## src/rtl/encoder_4x2_rr_pkg.sv

```systemverilog
// Shared sizes and FSM encoding for the round-robin 4-to-2 request encoder.
package encoder_4x2_rr_pkg;

    localparam int N_REQ  = 4;
    localparam int ADDR_W = 2;
    localparam int CNT_W  = 8;

    typedef enum logic {
        IDLE    = 1'b0,
        PRESENT = 1'b1
    } state_t;

endpackage

```

## src/rtl/encoder_4x2_rr_if.sv

```systemverilog
// Request/present/status bundle between a requester-consumer and the encoder.
interface encoder_4x2_rr_if;
    import encoder_4x2_rr_pkg::*;

    logic              en;
    logic [N_REQ-1:0]  req;
    logic [ADDR_W-1:0] addr;
    logic              valid;
    logic              ready;
    logic [N_REQ-1:0]  pending;
    logic              ovf;
    logic              busy;
    logic [CNT_W-1:0]  count;

    modport slave (
        input  en, req, ready,
        output addr, valid, pending, ovf, busy, count
    );

    modport master (
        output en, req, ready,
        input  addr, valid, pending, ovf, busy, count
    );

endinterface

```

## src/rtl/encoder_4x2_rr_rr_pick.sv

```systemverilog
// Combinational round-robin selector: first set pending bit at or after ptr, wrapping.
module rr_pick
    import encoder_4x2_rr_pkg::*;
(
    input  logic [N_REQ-1:0]  i_pending,
    input  logic [ADDR_W-1:0] i_ptr,
    output logic [ADDR_W-1:0] o_pick,
    output logic              o_any
);

    logic [ADDR_W-1:0] w_idx;

    // Scan from the farthest offset down so the nearest set bit to ptr wins.
    always_comb begin
        o_pick = i_ptr;
        o_any  = |i_pending;
        w_idx  = i_ptr;
        for (int k = N_REQ - 1; k >= 0; k--) begin
            w_idx = i_ptr + ADDR_W'(k);
            if (i_pending[w_idx]) begin
                o_pick = w_idx;
            end
        end
    end

endmodule

```

## src/rtl/encoder_4x2_rr.sv

```systemverilog
// Latches multi-hot requests and presents them one address at a time, round-robin,
// over a valid/ready handshake with back-to-back throughput.
module encoder_4x2_rr
    import encoder_4x2_rr_pkg::*;
(
    input  logic              clk,
    input  logic              rst,
    encoder_4x2_rr_if.slave   bus
);

    state_t            r_state;
    state_t            w_state_next;
    logic [ADDR_W-1:0] r_addr;
    logic [ADDR_W-1:0] r_ptr;
    logic [N_REQ-1:0]  r_pending;
    logic              r_ovf;
    logic [CNT_W-1:0]  r_count;

    logic [ADDR_W-1:0] w_pick;
    logic              w_any;
    logic              w_load;
    logic              w_hs;
    logic [N_REQ-1:0]  w_load_mask;
    logic [N_REQ-1:0]  w_capture;
    logic [N_REQ-1:0]  w_pending_next;
    logic              w_ovf_next;

    // Selection sees only the registered pending set, so fresh captures wait a cycle.
    rr_pick u_rr_pick (
        .i_pending (r_pending),
        .i_ptr     (r_ptr),
        .o_pick    (w_pick),
        .o_any     (w_any)
    );

    always_comb begin
        w_state_next = r_state;
        w_load       = 1'b0;
        w_hs         = (r_state == PRESENT) && bus.ready;
        if (r_state == IDLE) begin
            if (w_any) begin
                w_state_next = PRESENT;
                w_load       = 1'b1;
            end
        end else begin
            if (bus.ready) begin
                if (w_any) begin
                    w_load = 1'b1;
                end else begin
                    w_state_next = IDLE;
                end
            end
        end

        w_load_mask    = w_load ? (N_REQ'(1) << w_pick) : '0;
        w_capture      = bus.en ? bus.req : '0;
        // A capture on a bit being loaded this edge re-arms it rather than flagging overflow.
        w_pending_next = (r_pending & ~w_load_mask) | w_capture;
        w_ovf_next     = |(w_capture & r_pending & ~w_load_mask);
    end

    always_ff @(posedge clk) begin
        if (rst) begin
            r_state   <= IDLE;
            r_pending <= '0;
            r_addr    <= '0;
            r_ptr     <= '0;
            r_count   <= '0;
            r_ovf     <= 1'b0;
        end else begin
            r_state   <= w_state_next;
            r_pending <= w_pending_next;
            r_ovf     <= w_ovf_next;
            if (w_load) begin
                r_addr <= w_pick;
                r_ptr  <= w_pick + 1'b1;
            end
            if (w_hs) begin
                r_count <= r_count + 1'b1;
            end
        end
    end

    assign bus.addr    = r_addr;
    assign bus.valid   = (r_state == PRESENT);
    assign bus.pending = r_pending;
    assign bus.ovf     = r_ovf;
    assign bus.count   = r_count;
    assign bus.busy    = (|r_pending) | (r_state == PRESENT);

endmodule

```

## src/flat_wrapper.sv

```systemverilog
// flat-port wrapper written by rule: the top's interface ports become plain ports
module encoder_4x2_rr_flat import encoder_4x2_rr_pkg::*;
  (clk, rst, bus_en, bus_req, bus_ready, bus_addr, bus_valid, bus_pending, bus_ovf, bus_busy, bus_count);
  encoder_4x2_rr_if bus_i ();
  input  logic clk;
  input  logic rst;
  input wire logic [$bits(bus_i.en)-1:0] bus_en;
  input wire logic [$bits(bus_i.req)-1:0] bus_req;
  input wire logic [$bits(bus_i.ready)-1:0] bus_ready;
  output wire logic [$bits(bus_i.addr)-1:0] bus_addr;
  output wire logic [$bits(bus_i.valid)-1:0] bus_valid;
  output wire logic [$bits(bus_i.pending)-1:0] bus_pending;
  output wire logic [$bits(bus_i.ovf)-1:0] bus_ovf;
  output wire logic [$bits(bus_i.busy)-1:0] bus_busy;
  output wire logic [$bits(bus_i.count)-1:0] bus_count;
  assign bus_i.en = bus_en;
  assign bus_i.req = bus_req;
  assign bus_i.ready = bus_ready;
  assign bus_addr = bus_i.addr;
  assign bus_valid = bus_i.valid;
  assign bus_pending = bus_i.pending;
  assign bus_ovf = bus_i.ovf;
  assign bus_busy = bus_i.busy;
  assign bus_count = bus_i.count;
  encoder_4x2_rr u_core (.clk(clk), .rst(rst), .bus(bus_i));
endmodule
```

## config.mk

```make
export PLATFORM = sky130hd
export DESIGN_NAME = encoder_4x2_rr_flat
export DESIGN_NICKNAME = d
export VERILOG_FILES = /design/src/rtl/encoder_4x2_rr_pkg.sv /design/src/rtl/encoder_4x2_rr_if.sv /design/src/rtl/encoder_4x2_rr_rr_pick.sv /design/src/rtl/encoder_4x2_rr.sv /design/src/flat_wrapper.sv
export SDC_FILE = /design/constraint.sdc
export NUM_CORES = 1
export LEC_CHECK = 0
export BUFFER_PORTS_ARGS = -buffer_cell sky130_fd_sc_hd__buf_4
export CORE_ASPECT_RATIO = 1.5
export CORE_UTILIZATION = 30
export DETAILED_ROUTE_END_ITERATION = 10
export SETUP_SLACK_MARGIN = 0.15
export SYNTH_ARGS = -nofsm -noshare
export SYNTH_HDL_FRONTEND = slang
export SYNTH_HIERARCHICAL = 1
export SYNTH_SLANG_ARGS = --single-unit
export TNS_END_PERCENT = 30
```

## constraint.sdc

```tcl
create_clock -name clk -period 2 [get_ports clk]
set_input_delay 0.4 -clock clk [delete_from_list [all_inputs] [get_ports clk]]
set_output_delay 0.4 -clock clk [all_outputs]
set_load 0.01 [all_outputs]
```

# Word-level counts from Yosys, hierarchy flattened
# Cells that the tools add are included.
[op_classes] n_addsub=5 magnitude_cmp=4 shift=1 mux=19 n_bitwise=6 reduce_logical=3
[ops] cell="$and A4 B4 Y4" n=3
[ops] cell="$lt A2 B3 Y1 const B" n=4
[ops] cell="$mux W1" n=9
[ops] cell="$add A8 B1 Y8 const B" n=1
[ops] cell="$bmux W1 S2" n=4
[ops] cell="$mux W2" n=4
[ops] cell="$mux W4" n=2
[ops] cell="$reduce_or A4 Y1" n=2
[ops] cell="$add A2 B1 Y2 const B" n=2
[ops] cell="$add A2 B2 Y2 const B" n=2
[ops] cell="$not A4 Y4" n=1
[ops] cell="$or A4 B4 Y4" n=1
[ops] cell="$shl A1 B2 Y4 const A" n=1
[ops] cell="$logic_and A1 B1 Y1" n=1
[ops] cell="$or A1 B1 Y1" n=1
[word_totals] regBits=18 word_cells=44

# Depth between registers and ports, before layout
# Gate-level depths: netlist of the first run.
[depth] word_depth=12 ltp_mapped=8

# Cells and area by module
# Netlist of the first run, hierarchy kept.
[by_module_without_submodules] mod="encoder_4x2_rr" instances=1 cells_each=101 area_per_inst_um2=845.8
[by_module_without_submodules] mod="rr_pick" instances=1 cells_each=16 area_per_inst_um2=100.1

# Worst setup path after synthesis of the first run
# Ideal clock, no wire load.
[synth_path] path_kind="register to register" start="register u_core.r_pending[3] (netlist: u_core/bus.pending[3])" end="register u_core.r_ovf (netlist: u_core/bus.ovf)" setup_ns=0.081 t_arrival_ns=1.773 required_ns=1.919 path_slack_ns=0.147 stages_incl_launch_ff=9 path_buffers=0 cell_sequence="dfxtp_1 -> and3b_1 -> or4_1 -> nand2_1 -> inv_1 -> ha_1 -> nand2_1 -> o211ai_1 -> a41oi_1"
[synth_via] elab_chain_len=11 elab_cells_between_ends=22 cone_classes="shift (1); mux (16); bitwise (3); reduce/logical (2)"
[synth_lines] element="start: declaration" line_no="encoder_4x2_rr.sv:15" rtl="logic [N_REQ-1:0] r_pending;"
[synth_lines] element="start signal: assignment" line_no="encoder_4x2_rr.sv:72" rtl="r_pending <= w_pending_next;"
[synth_lines] element="$bmux W1 S2" line_no="encoder_4x2_rr_rr_pick.sv:20" rtl="if (i_pending[w_idx]) begin"
[synth_lines] element="$mux W1 (implied by the code)" line_no="encoder_4x2_rr_rr_pick.sv:20"
[synth_lines] element="$mux W2 (3 in series)" line_no="encoder_4x2_rr_rr_pick.sv:20"
[synth_lines] element="$mux W2 (*)" line_no="encoder_4x2_rr_rr_pick.sv:20"
[synth_lines] element="named net u_core.w_pick[1]" line_no="encoder_4x2_rr.sv:19" rtl="logic [ADDR_W-1:0] w_pick;"
[synth_lines] element="$shl A1 B2 Y4 (*)" line_no="encoder_4x2_rr.sv:55" rtl="w_load_mask = w_load ? (N_REQ'(1) << w_pick) : '0;"
[synth_lines] element="$mux W4 (*)" line_no="encoder_4x2_rr.sv:55"
[synth_lines] element="$not A4 Y4 (*)" line_no="encoder_4x2_rr.sv:59" rtl="w_ovf_next = |(w_capture & r_pending & ~w_load_mask);"
[synth_lines] element="$and A4 B4 Y4 (*)" line_no="encoder_4x2_rr.sv:59"
[synth_lines] element="$reduce_or A4 Y1 (*)" line_no="encoder_4x2_rr.sv:59"
[synth_lines] element="end signal: assignment" line_no="encoder_4x2_rr.sv:73" rtl="r_ovf <= w_ovf_next;"
[synth_lines] element="end: declaration" line_no="encoder_4x2_rr.sv:16" rtl="logic r_ovf;"
# The timed path passes the listed nets; every way through them passes the cells marked *. The select of a mux whose other input is x is not followed.
# A chain may end at the register's enable or synchronous reset.

# Worst setup path after layout of the first run
# Ends and elaborated chain as after synthesis.

==> results of run 1 <==
-- cell usage in the layout (no fill, tap or decap), types with 3 or more instances in the layout --
cell and instances:
buf_4 30, nand3_1 6, inv_1 5, or3_1 3
a21oi_1 16, nand2_1 12, dfxtp_1 15, o211ai_1 4
o21ai_0 10, clkbuf_8 4, nor2_1 4
-- power by group --
group,switching (W),internal [W]
registers,0.0000360,0.000387
clock network,0.000128,0.000175
logic,0.000148,0.000138
-- synthesized netlist by cell type (all sizes together) (2+ instances only) --
library cell  count  area share [%]
nand4             3             3.6
a21oi            16             8.5
buf               2            0.93
nor2              5             2.0
nand2            14             5.6
nor3              2             1.1
or3               3             2.0
inv               6             2.4
clkbuf            3             1.3
dfxtp            18              38
and2b             3             2.6
nand3             6             3.2
or4               3             2.4
o211ai            4             3.2
o21ai            12             6.3
o31ai             2             1.6
ha                5             6.6
nand2b            2             1.3
-- worst max-delay path, cell delays in order (launching register included) --
cell and delay, ps:
dfxtp_4 380, and3b_1 180, or4_4 520, nand2_4 120
inv_2 50, ha_2 150, nand2_1 80, o211ai_1 110
a41oi_1 180
-- worst paths after layout --
kind / cells after the start / endpoint / start
setup / recovery: 8 / u_core/bus.ovf$_SDFF_PP0_ / u_core/bus.pending[3]$_SDFF_PP0_
hold / removal: 3 / u_core/bus.pending[2]$_SDFF_PP0_ / bus_req[2]
setup reg to reg: 8 / u_core/bus.ovf$_SDFF_PP0_ / u_core/bus.pending[3]$_SDFF_PP0_
hold reg to reg: 2 / u_core/bus.count[7]$_SDFFE_PP0P_ / u_core/bus.count[7]$_SDFFE_PP0P_
-- kinds of logic (layout without fill, tap and decap cells) --
family | count (synthesis) | after routing | synth area share (%)
flops | 18 | 18 | 38.1
xor+xnor | 2 | 2 | 1.85
fa+ha+maj | 5 | 5 | 6.61
buf+inv | 11 | 40 | 4.63
simple gates | 43 | 43 | 25.3
compound gates | 38 | 38 | 23.5
-- state kept, by name, summed over array words and instances, names as in the netlist --
| register | cells |
|---|---|
| u_core/bus.addr | 2 |
| u_core/bus.count | 8 |
| u_core/bus.ovf | 1 |
| u_core/bus.pending | 4 |
| u_core/r_ptr | 2 |
| u_core/bus.valid | 1 |
-- per-layer routing --
layer,global-route usage [%],vias to the layer above,routed length (um)
met3,1.53,2,100
met2,23.6,30,1120
met5,0,-,0
met4,7.41,0,28
met1,17.6,428,965
li1,-,483,-
-- per-stage QoR --
| step | worst slack [ps] | hold slack (ps) | cells |
|---|---|---|---|
| finish | 146 | 408 | 185 |
| floorplan | 203 | 494 | 117 |
| global route | 110 | 415 | 185 |
| global placement | 148 | 466 | 177 |
| CTS | 154 | 402 | 181 |
| detailed placement | 111 | 475 | 177 |
-- what timing repair did --
action                                  4_1_cts  5_1_grt
endpoints found under the setup margin        1        4
hold buffers                                  0        0
setup buffers                                 0        4
gates resized for setup                       3       13
pin swaps                                     0        5
-- cell type report --
type / instances / area, sq um
well taps: 39 / 48.8
clock buffers: 4 / 55.1
fillers: 326 / 1640
repair buffers: 30 / 225
multi-input cells: 88 / 586
flip-flops and latches: 18 / 367
inverters: 6 / 22.5
==> results.json, run 1 <==
{
  "wl_per_cell_um": 12.0,
  "power.total_w": 0.00101,
  "h-tree-depth": 1,
  "syn_area_sq_um": 946,
  "finalSetupViolations": 0,
  "overflow": 0,
  "power-per-cell-area_nw_per_um2": 775,
  "yosysWarnings": 6,
  "die_h_um": 70.8,
  "period_needed_ps": 1850,
  "clk_latency_ps": 250,
  "maxSlewViolCount": 0,
  "area_delta_synth_final_pct": 37.8,
  "via_count": 943,
  "crit_required_ps": 2180,
  "cts_made_buffers": 3,
  "reg2reg_slack_ps": 150,
  "clock_sinks": 18,
  "grt_pass1_wl_um": 3610,
  "antenna_cells": 0,
  "grt_pass1_vias": 836,
  "die_area_sq_um": 3390,
  "synth_ff_type": "dfxtp_1",
  "die_w_um": 47.8,
  "worstSetupPathType": "flop to flop",
  "drtIter0Drc": 24,
  "ant_nets": 0,
  "initial_core_util_pct": 32.1,
  "port_buffers": 24,
  "status": "complete, no violations",
  "endpoint_kind": "flop",
  "avgSynthCellArea_sq_um": 8.08,
  "cts_tree": "built",
  "place_hpwl_um": 1580,
  "pin_count": 25,
  "fin_skew_ps": 0.815,
  "max-slew-margin-rel_pct": 76.0,
  "place_area_sq_um": 1170,
  "antenna_found_initial": 0,
  "rsz0062_at_grt": "yes",
  "drive_above_1_share_pct": 33.6,
  "synth.distinct_cells": 30,
  "syn_nets": 130,
  "clkTransAtPathRegs_ps": 70,
  "fin_crit_sh_pct": 92.7,
  "ctsLongestPathBuffers": 2,
  "grt_max_degree": 19,
  "fin_util_pct": 44.3,
  "core-area_sq_um": 2940,
  "cp_max_fo": 8,
  "place_congestion": 0.760,
  "ys_seq_area_share_pct": 38.1,
  "layout.nets": 160,
  "fp-row-count": 24,
  "hold_viol_final": 0,
  "final_design_area_no_fill_sq_um": 1300,
  "ys_seq_elements": 18,
  "cap_violations": 0,
  "fin_tns_setup_ps": 0,
  "vdd_drop_max_mv": 0.339,
  "crit_path_start_kind": "flop",
  "synth_cells": 117,
  "ys_async_sr_fraction_pct": 0,
  "hold_path_class": "input pin to flop",
  "synth_edf_count": 0,
  "tightest_slew_ps": 360,
  "drc": 0,
  "viasPerCell": 5.10,
  "fmax_mhz": 539,
  "dr.pass1.iters": 4,
  "leakagePower_nw": 0.523,
  "crit_arrival_ps": 2030,
  "grt_usage_pct": 14.4,
  "cts-root-buf": "clkbuf_8",
  "drt-total-wl_um": 2220
}
(Power assumes the default switching activity.)
==> run 2: changes to the inputs <==
Settings changed: ABC_AREA from default to 1.
==> run 2 against run 1 <==
- fmax grew 1.1%
- critical path depth grew 8
- non-clock buffer count shrank 1
- first-iteration DRC count shrank 8.3%
- synthesized cell count grew 48%
- setup slack gained 20 ps
- combinational power grew to 3.8 times the previous value
- core utilization grew 1.4 points
- die area grew 16%
==> results.json, run 2 <==
{
  "status": "complete, no violations",
  "reg2reg_slack_ps": 170,
  "fin_tns_setup_ps": 0,
  "wl_per_cell_um": 10.9,
  "avgSynthCellArea_sq_um": 6.39,
  "antenna_found_initial": 0,
  "grt_pass1_wl_um": 4170,
  "ys_seq_elements": 18,
  "die_w_um": 51.6,
  "critPathSlowestCell": "dfxtp_1",
  "drc": 0,
  "port_buffers": 24,
  "synth_edf_count": 0,
  "cap_violations": 0,
  "crit_arrival_ps": 1990,
  "synth_area_leader_cell": "dfxtp_1",
  "cts_tree": "built",
  "place_area_sq_um": 1340,
  "clk_latency_ps": 250,
  "fillCellCount": 380,
  "crit_chain": "inv_1 -> nand2_1 -> nand3_2 -> nand2_1 -> inv_2 -> nand2_1 -> nand2_1 -> nand2_1 -> nand2_2 -> nand2_4 -> ha_1 -> nand3_2 -> nand2_1 -> nand2_1 -> nor2_1 -> nor2_1",
  "drt-total-wl_um": 2680,
  "crit_path_start_kind": "flop",
  "overflow": 0,
  "finalSetupViolations": 0,
  "crit_top_cell": "nand2_1",
  "layout_common_cells": "42 x nand2_1, 27 x buf_4, 19 x inv_1, 17 x nand2_2",
  "die_area_sq_um": 3940,
  "worstReg2RegStart": "u_core/bus.pending[3]$_SDFF_PP0_",
  "largest_reg_flops": 8,
  "syn_area_sq_um": 1110,
  "place_hpwl_um": 1980,
  "period_needed_ps": 1830,
  "ys_async_sr_fraction_pct": 0,
  "max-slew-margin-rel_pct": 75.2,
  "ctsLongestPathBuffers": 2,
  "antenna_cells": 0,
  "hold_viol_final": 0,
  "ys_top_cells_by_count": "57 x nand2_1, 22 x inv_1, 18 x dfxtp_1",
  "synth_ff_type": "dfxtp_1",
  "pin_count": 25,
  "drive_above_1_share_pct": 42.2,
  "clkTransAtPathRegs_ps": 70,
  "dr.max_layer_used": "met4",
  "cts-root-buf": "clkbuf_8",
  "rsz0062_at_grt": "yes",
  "wl_met1_um": 1040,
  "layout.nets": 218,
  "die_h_um": 76.4,
  "reg2reg_to": "u_core/bus.ovf$_SDFF_PP0_",
  "worstSetupPathType": "flop to flop",
  "hold_end": "u_core/r_ptr[0]$_SDFFE_PP0P_",
  "maxSlewViolCount": 0,
  "viasPerCell": 4.59,
  "syn_nets": 186,
  "hold_depth": 2,
  "yosysWarnings": 6,
  "synth_cells": 173,
  "crit_required_ps": 2150,
  "dr_wl_met2_um": 1560,
  "dr.pass1.iters": 5,
  "drtIter0Drc": 22,
  "synth.distinct_cells": 21,
  "yosys.cell_count.top_type": "nand2_1",
  "hold_path_class": "input pin to flop",
  "fin_crit_sh_pct": 91.7,
  "ant_nets": 0,
  "vdd_drop_max_mv": 0.599,
  "area_delta_synth_final_pct": 42.5,
  "place_congestion": 0.755,
  "ys_seq_area_share_pct": 32.6,
  "power-per-cell-area_nw_per_um2": 1180,
  "initial_core_util_pct": 32.1,
  "fmax_mhz": 545,
  "core-area_sq_um": 3450,
  "clock_sinks": 18,
  "tightest_slew_ps": 372,
  "grt_pass1_vias": 1025,
  "fin_skew_ps": 1.86,
  "min_from": "rst",
  "synth_top_area_share_pct": 32.6,
  "grt_max_degree": 11,
  "cts_made_buffers": 3,
  "final_common_cell": "nand2_1",
  "fin_util_pct": 45.7,
  "met3_length_um": 38,
  "synth_area_leaders": "dfxtp_1 33%, nand2_1 19%, inv_1 7.5%, a21oi_1 5.9%, ha_1 5.7%",
  "final_design_area_no_fill_sq_um": 1580,
  "cp_slowest_stage_delay_ps": 420,
  "grt_usage_pct": 13.9,
  "cp_max_fo": 5,
  "h-tree-depth": 1,
  "leakagePower_nw": 0.731,
  "r2r_cells": 16,
  "fp-row-count": 26,
  "via_count": 1130,
  "endpoint_kind": "flop"
}
==> run 2: cell count changes after synthesis, sizes merged, moves of 2 or more <==
| cell | previous run | this run |
|---|---|---|
| nand3 | 6 | 14 |
| nor2 | 5 | 18 |
| o31ai | 2 | 0 |
| and2b | 3 | 0 |
| o21ai | 12 | 6 |
| nand2b | 2 | 0 |
| o211ai | 4 | 0 |
| inv | 6 | 28 |
| or3 | 3 | 0 |
| clkbuf | 3 | 0 |
| or4 | 3 | 0 |
| a21oi | 16 | 13 |
| nand2 | 14 | 62 |
==> run 2: cells by family (layout without fill, tap and decap cells) <==
family          after synthesis  in the layout  share of synthesized area [%]
fa+ha+maj                     5              5                           5.66
compound gates               20             20                           9.28
simple gates                 99             99                           40.7
flops                        18             18                           32.6
buf+inv                      31             62                           11.8
==> run 2: what timing repair did <==
item                                    in CTS  in global routing
cloned                                       0                  0
endpoints found under the hold margin        0                  0
setup buffers                                1                  2
hold buffers                                 0                  0
endpoints found under the setup margin       1                  6
pin swaps                                    0                 16
resized for setup                            3                 44
==> run 2: area by class of cell <==
type / count / area [sq um] / share of cell area (%)
tap: 42 / 52.6 / 3.33
inverter: 29 / 121 / 7.70
timing repair buffer: 29 / 225 / 14.3
multi-input combinational: 124 / 756 / 47.9
clock buffer: 4 / 55.1 / 3.49
sequential: 18 / 367 / 23.3
==> run 2: metrics by stage <==
stage                     total power [W]  worst slack [ps]  instances  hold WS, ps
after floorplan                  0.000967               310        173          456
after global routing              0.00201              26.7        246          387
after global placement            0.00117              67.2        239          454
final                             0.00186               165        246          376
after detailed placement          0.00117              84.3        239          449
after CTS                         0.00151               157        244          382
==> run 2: critical path: cells and delay by family, from the launching register on <==
kind                     cells  cell delay, ps
flip-flops                   1             420
buffers and inverters        2             110
adder cells (fa/ha/maj)      1             190
AND/OR/NAND/NOR             13            1000
==> run 2: worst max-delay path by stage <==
stage | from | endpoint | cells after the start
floorplan | u_core/bus.pending[0]$_SDFF_PP0_ | u_core/r_ptr[1]$_SDFFE_PP0P_ | 14
global placement | u_core/bus.pending[1]$_SDFF_PP0_ | u_core/bus.ovf$_SDFF_PP0_ | 16
detailed placement | u_core/bus.pending[1]$_SDFF_PP0_ | u_core/bus.ovf$_SDFF_PP0_ | 16
CTS | u_core/r_ptr[0]$_SDFFE_PP0P_ | u_core/bus.ovf$_SDFF_PP0_ | 16
global route | u_core/bus.pending[3]$_SDFF_PP0_ | u_core/bus.ovf$_SDFF_PP0_ | 16
finish | u_core/bus.pending[3]$_SDFF_PP0_ | u_core/bus.ovf$_SDFF_PP0_ | 16
==> run 2: routing by layer <==
metal  vias up  GRT usage [%]
met5         -              0
met1       515           13.4
li1        599              -
met3         4           1.80
met4         0           7.30
met2        12           26.8
==> run 2: report_power, final <==
group | switching (W) | internal, W
clock | 0.000122 | 0.000175
sequential | 0.0000646 | 0.000416
combinational | 0.000636 | 0.000445
total | 0.000823 | 0.00104
==> run 3: changes to the inputs <==
Clock period 2 ns to 1.8 ns, I/O delays scaled along.
==> run 3 against run 2 <==
- the flow now finishes with violations (negative setup slack)
- setup slack worse by 190 ps
- die area stayed put
- combinational power is 49% higher
- largest power group unchanged
==> results.json, run 3 (synthesis gave the netlist of run 2 again) <==
{
  "status": "finished with violations",
  "violations": "negative setup slack",
  "hold_viol_final": 0,
  "fin_hold_ws_ps": 344,
  "antenna_found_initial": 0,
  "final_design_area_no_fill_sq_um": 1720,
  "place_hpwl_um": 1960,
  "die_w_um": 51.6,
  "viasPerCell": 4.60,
  "layout_common_cells": "38 x nand2_1, 32 x buf_4, 20 x inv_1, 15 x nand2_2",
  "gr-usage-met1_pct": 16.0,
  "wl_per_cell_um": 11.1,
  "cp_max_fo": 5,
  "area_delta_synth_final_pct": 55.3,
  "fp-row-count": 26,
  "finalSetupViolations": 1,
  "core-area_sq_um": 3450,
  "drtIter0Drc": 28,
  "fin_skew_ps": 6.78,
  "tightest_slew_ps": 375,
  "cap_violations": 0,
  "die_area_sq_um": 3940,
  "crit_arrival_ps": 1980,
  "ctsLongestPathBuffers": 2,
  "crit_chain": "buf_12 -> o21ai_4 -> nand2_2 -> nand2_1 -> inv_1 -> nand2_2 -> nand2_1 -> nand2_2 -> nand2_4 -> inv_4 -> ha_4 -> nand3_2 -> nand2_2 -> nand2_1 -> nor2_1 -> nor2_1",
  "period_needed_ps": 1820,
  "cts-root-buf": "clkbuf_8",
  "endpoint_kind": "flop",
  "clock_sinks": 18,
  "critical-path-top-delay-family": "simple AND/OR/NAND/NOR gates",
  "pin_count": 25,
  "drc": 0,
  "cp_slowest_stage_delay_ps": 360,
  "power.total_w": 0.00242,
  "grt_pass1_wl_um": 4300,
  "layout.nets": 225,
  "critPathSlowestCell": "dfxtp_4",
  "worstSetupPathType": "flop to flop",
  "final_common_cell": "nand2_1",
  "cts_made_buffers": 3,
  "vdd_drop_max_mv": 0.755,
  "dp_cells": 246,
  "use_met2_pct": 24.7,
  "antenna_cells": 0,
  "fin_cells": 252,
  "crit_path_start_kind": "flop",
  "hold_path_class": "input pin to flop",
  "fmax_mhz": 548,
  "place_area_sq_um": 1410,
  "clkTransAtPathRegs_ps": 70,
  "max-slew-margin-rel_pct": 75.0,
  "grt.busiest_layer": "met2",
  "leakagePower_nw": 0.792,
  "port_buffers": 24,
  "place_congestion": 0.783,
  "overflow": 0,
  "largest_reg_flops": 8,
  "grt_pass1_vias": 1043,
  "grt_usage_pct": 14.4,
  "die_h_um": 76.4,
  "fin_util_pct": 49.8,
  "fin_crit_sh_pct": 101,
  "fillCellCount": 357,
  "drive_above_1_share_pct": 47.1,
  "crit_required_ps": 1950,
  "multiInputGateArea_sq_um": 821,
  "met3_usage_pct": 1.80,
  "seqCellArea_sq_um": 369,
  "grt_max_degree": 11,
  "via_count": 1158,
  "drt-total-wl_um": 2790,
  "h-tree-depth": 1,
  "crit_buf_inv": 3,
  "clk_latency_ps": 250,
  "setup_slack_ps": -23.8,
  "dr.pass1.iters": 4,
  "power-per-cell-area_nw_per_um2": 1410,
  "initial_core_util_pct": 32.1,
  "maxSlewViolCount": 0,
  "rsz0062_at_grt": "yes",
  "crit_top_cell": "nand2_2",
  "cts_tree": "built",
  "ant_nets": 0
}
run 3: cell types whose count changed in the layout (fill, tap and decap cells not counted), sizes merged:
cell	delta
clkinv	+1
inv	-1
buf	+6
run 3: where the power goes:
| group | total [W] | leakage [nW] | switching (W) | internal [W] |
|---|---|---|---|---|
| Combinational | 0.00161 | 0.621 | 0.000855 | 0.000755 |
| Clock | 0.000276 | 0.0216 | 0.000128 | 0.000149 |
| Sequential | 0.000533 | 0.149 | 0.0000679 | 0.000465 |
run 3: cell type report:
| class | instances | share of cell area [%] |
|---|---|---|
| multi-input combinational | 124 | 47.8 |
| inverter | 29 | 7.36 |
| timing repair buffer | 36 | 17.9 |
| tap | 42 | 3.06 |
| sequential | 18 | 21.5 |
| clock buffer | 3 | 2.40 |
run 3: per-layer routing:
| layer | part of all wire (%) | routed length, um |
|---|---|---|
| met2 | 57 | 1600 |
| met1 | 39 | 1080 |
| met3 | 1.5 | 43 |
| met5 | 0 | 0 |
| met4 | 2.4 | 67 |
run 3: stage by stage:
step                      worst slack (ps)  TNS [ps]
after floorplan                        155         0
after global placement                -118      -150
after detailed placement              -110      -162
after CTS                             12.1         0
after global routing                  -134      -347
final                                -23.8     -23.8
run 3: worst paths after layout:
| check | depth (start not counted) | startpoint | slack (ps) | to |
|---|---|---|---|---|
| worst max-delay path | 16 | u_core/r_ptr[0]$_SDFFE_PP0P_ | -20 | u_core/bus.ovf$_SDFF_PP0_ |
| worst min-delay path | 2 | rst | 340 | u_core/bus.ovf$_SDFF_PP0_ |
| worst max register to register | 16 | u_core/r_ptr[0]$_SDFFE_PP0P_ | -20 | u_core/bus.ovf$_SDFF_PP0_ |
| worst min register to register | 2 | u_core/bus.count[6]$_SDFFE_PP0P_ | 460 | u_core/bus.count[6]$_SDFFE_PP0P_ |
run 3: worst register-to-register path, delay by kind of cell, from the launching register on:
family / cells / cell delay (ps)
AO/OA/AOI/OAI: 1 / 180
adder cells (fa/ha/maj): 1 / 120
buffers and inverters: 3 / 270
flip-flops: 1 / 360
AND/OR/NAND/NOR: 11 / 800
run 3: what timing repair did:
action                     CTS  global route
resized for setup           15            45
gates cloned                 0             1
setup endpoints to repair    6             8
hold buffers                 0             0
buffers inserted             2             0
pin swaps                    6            29
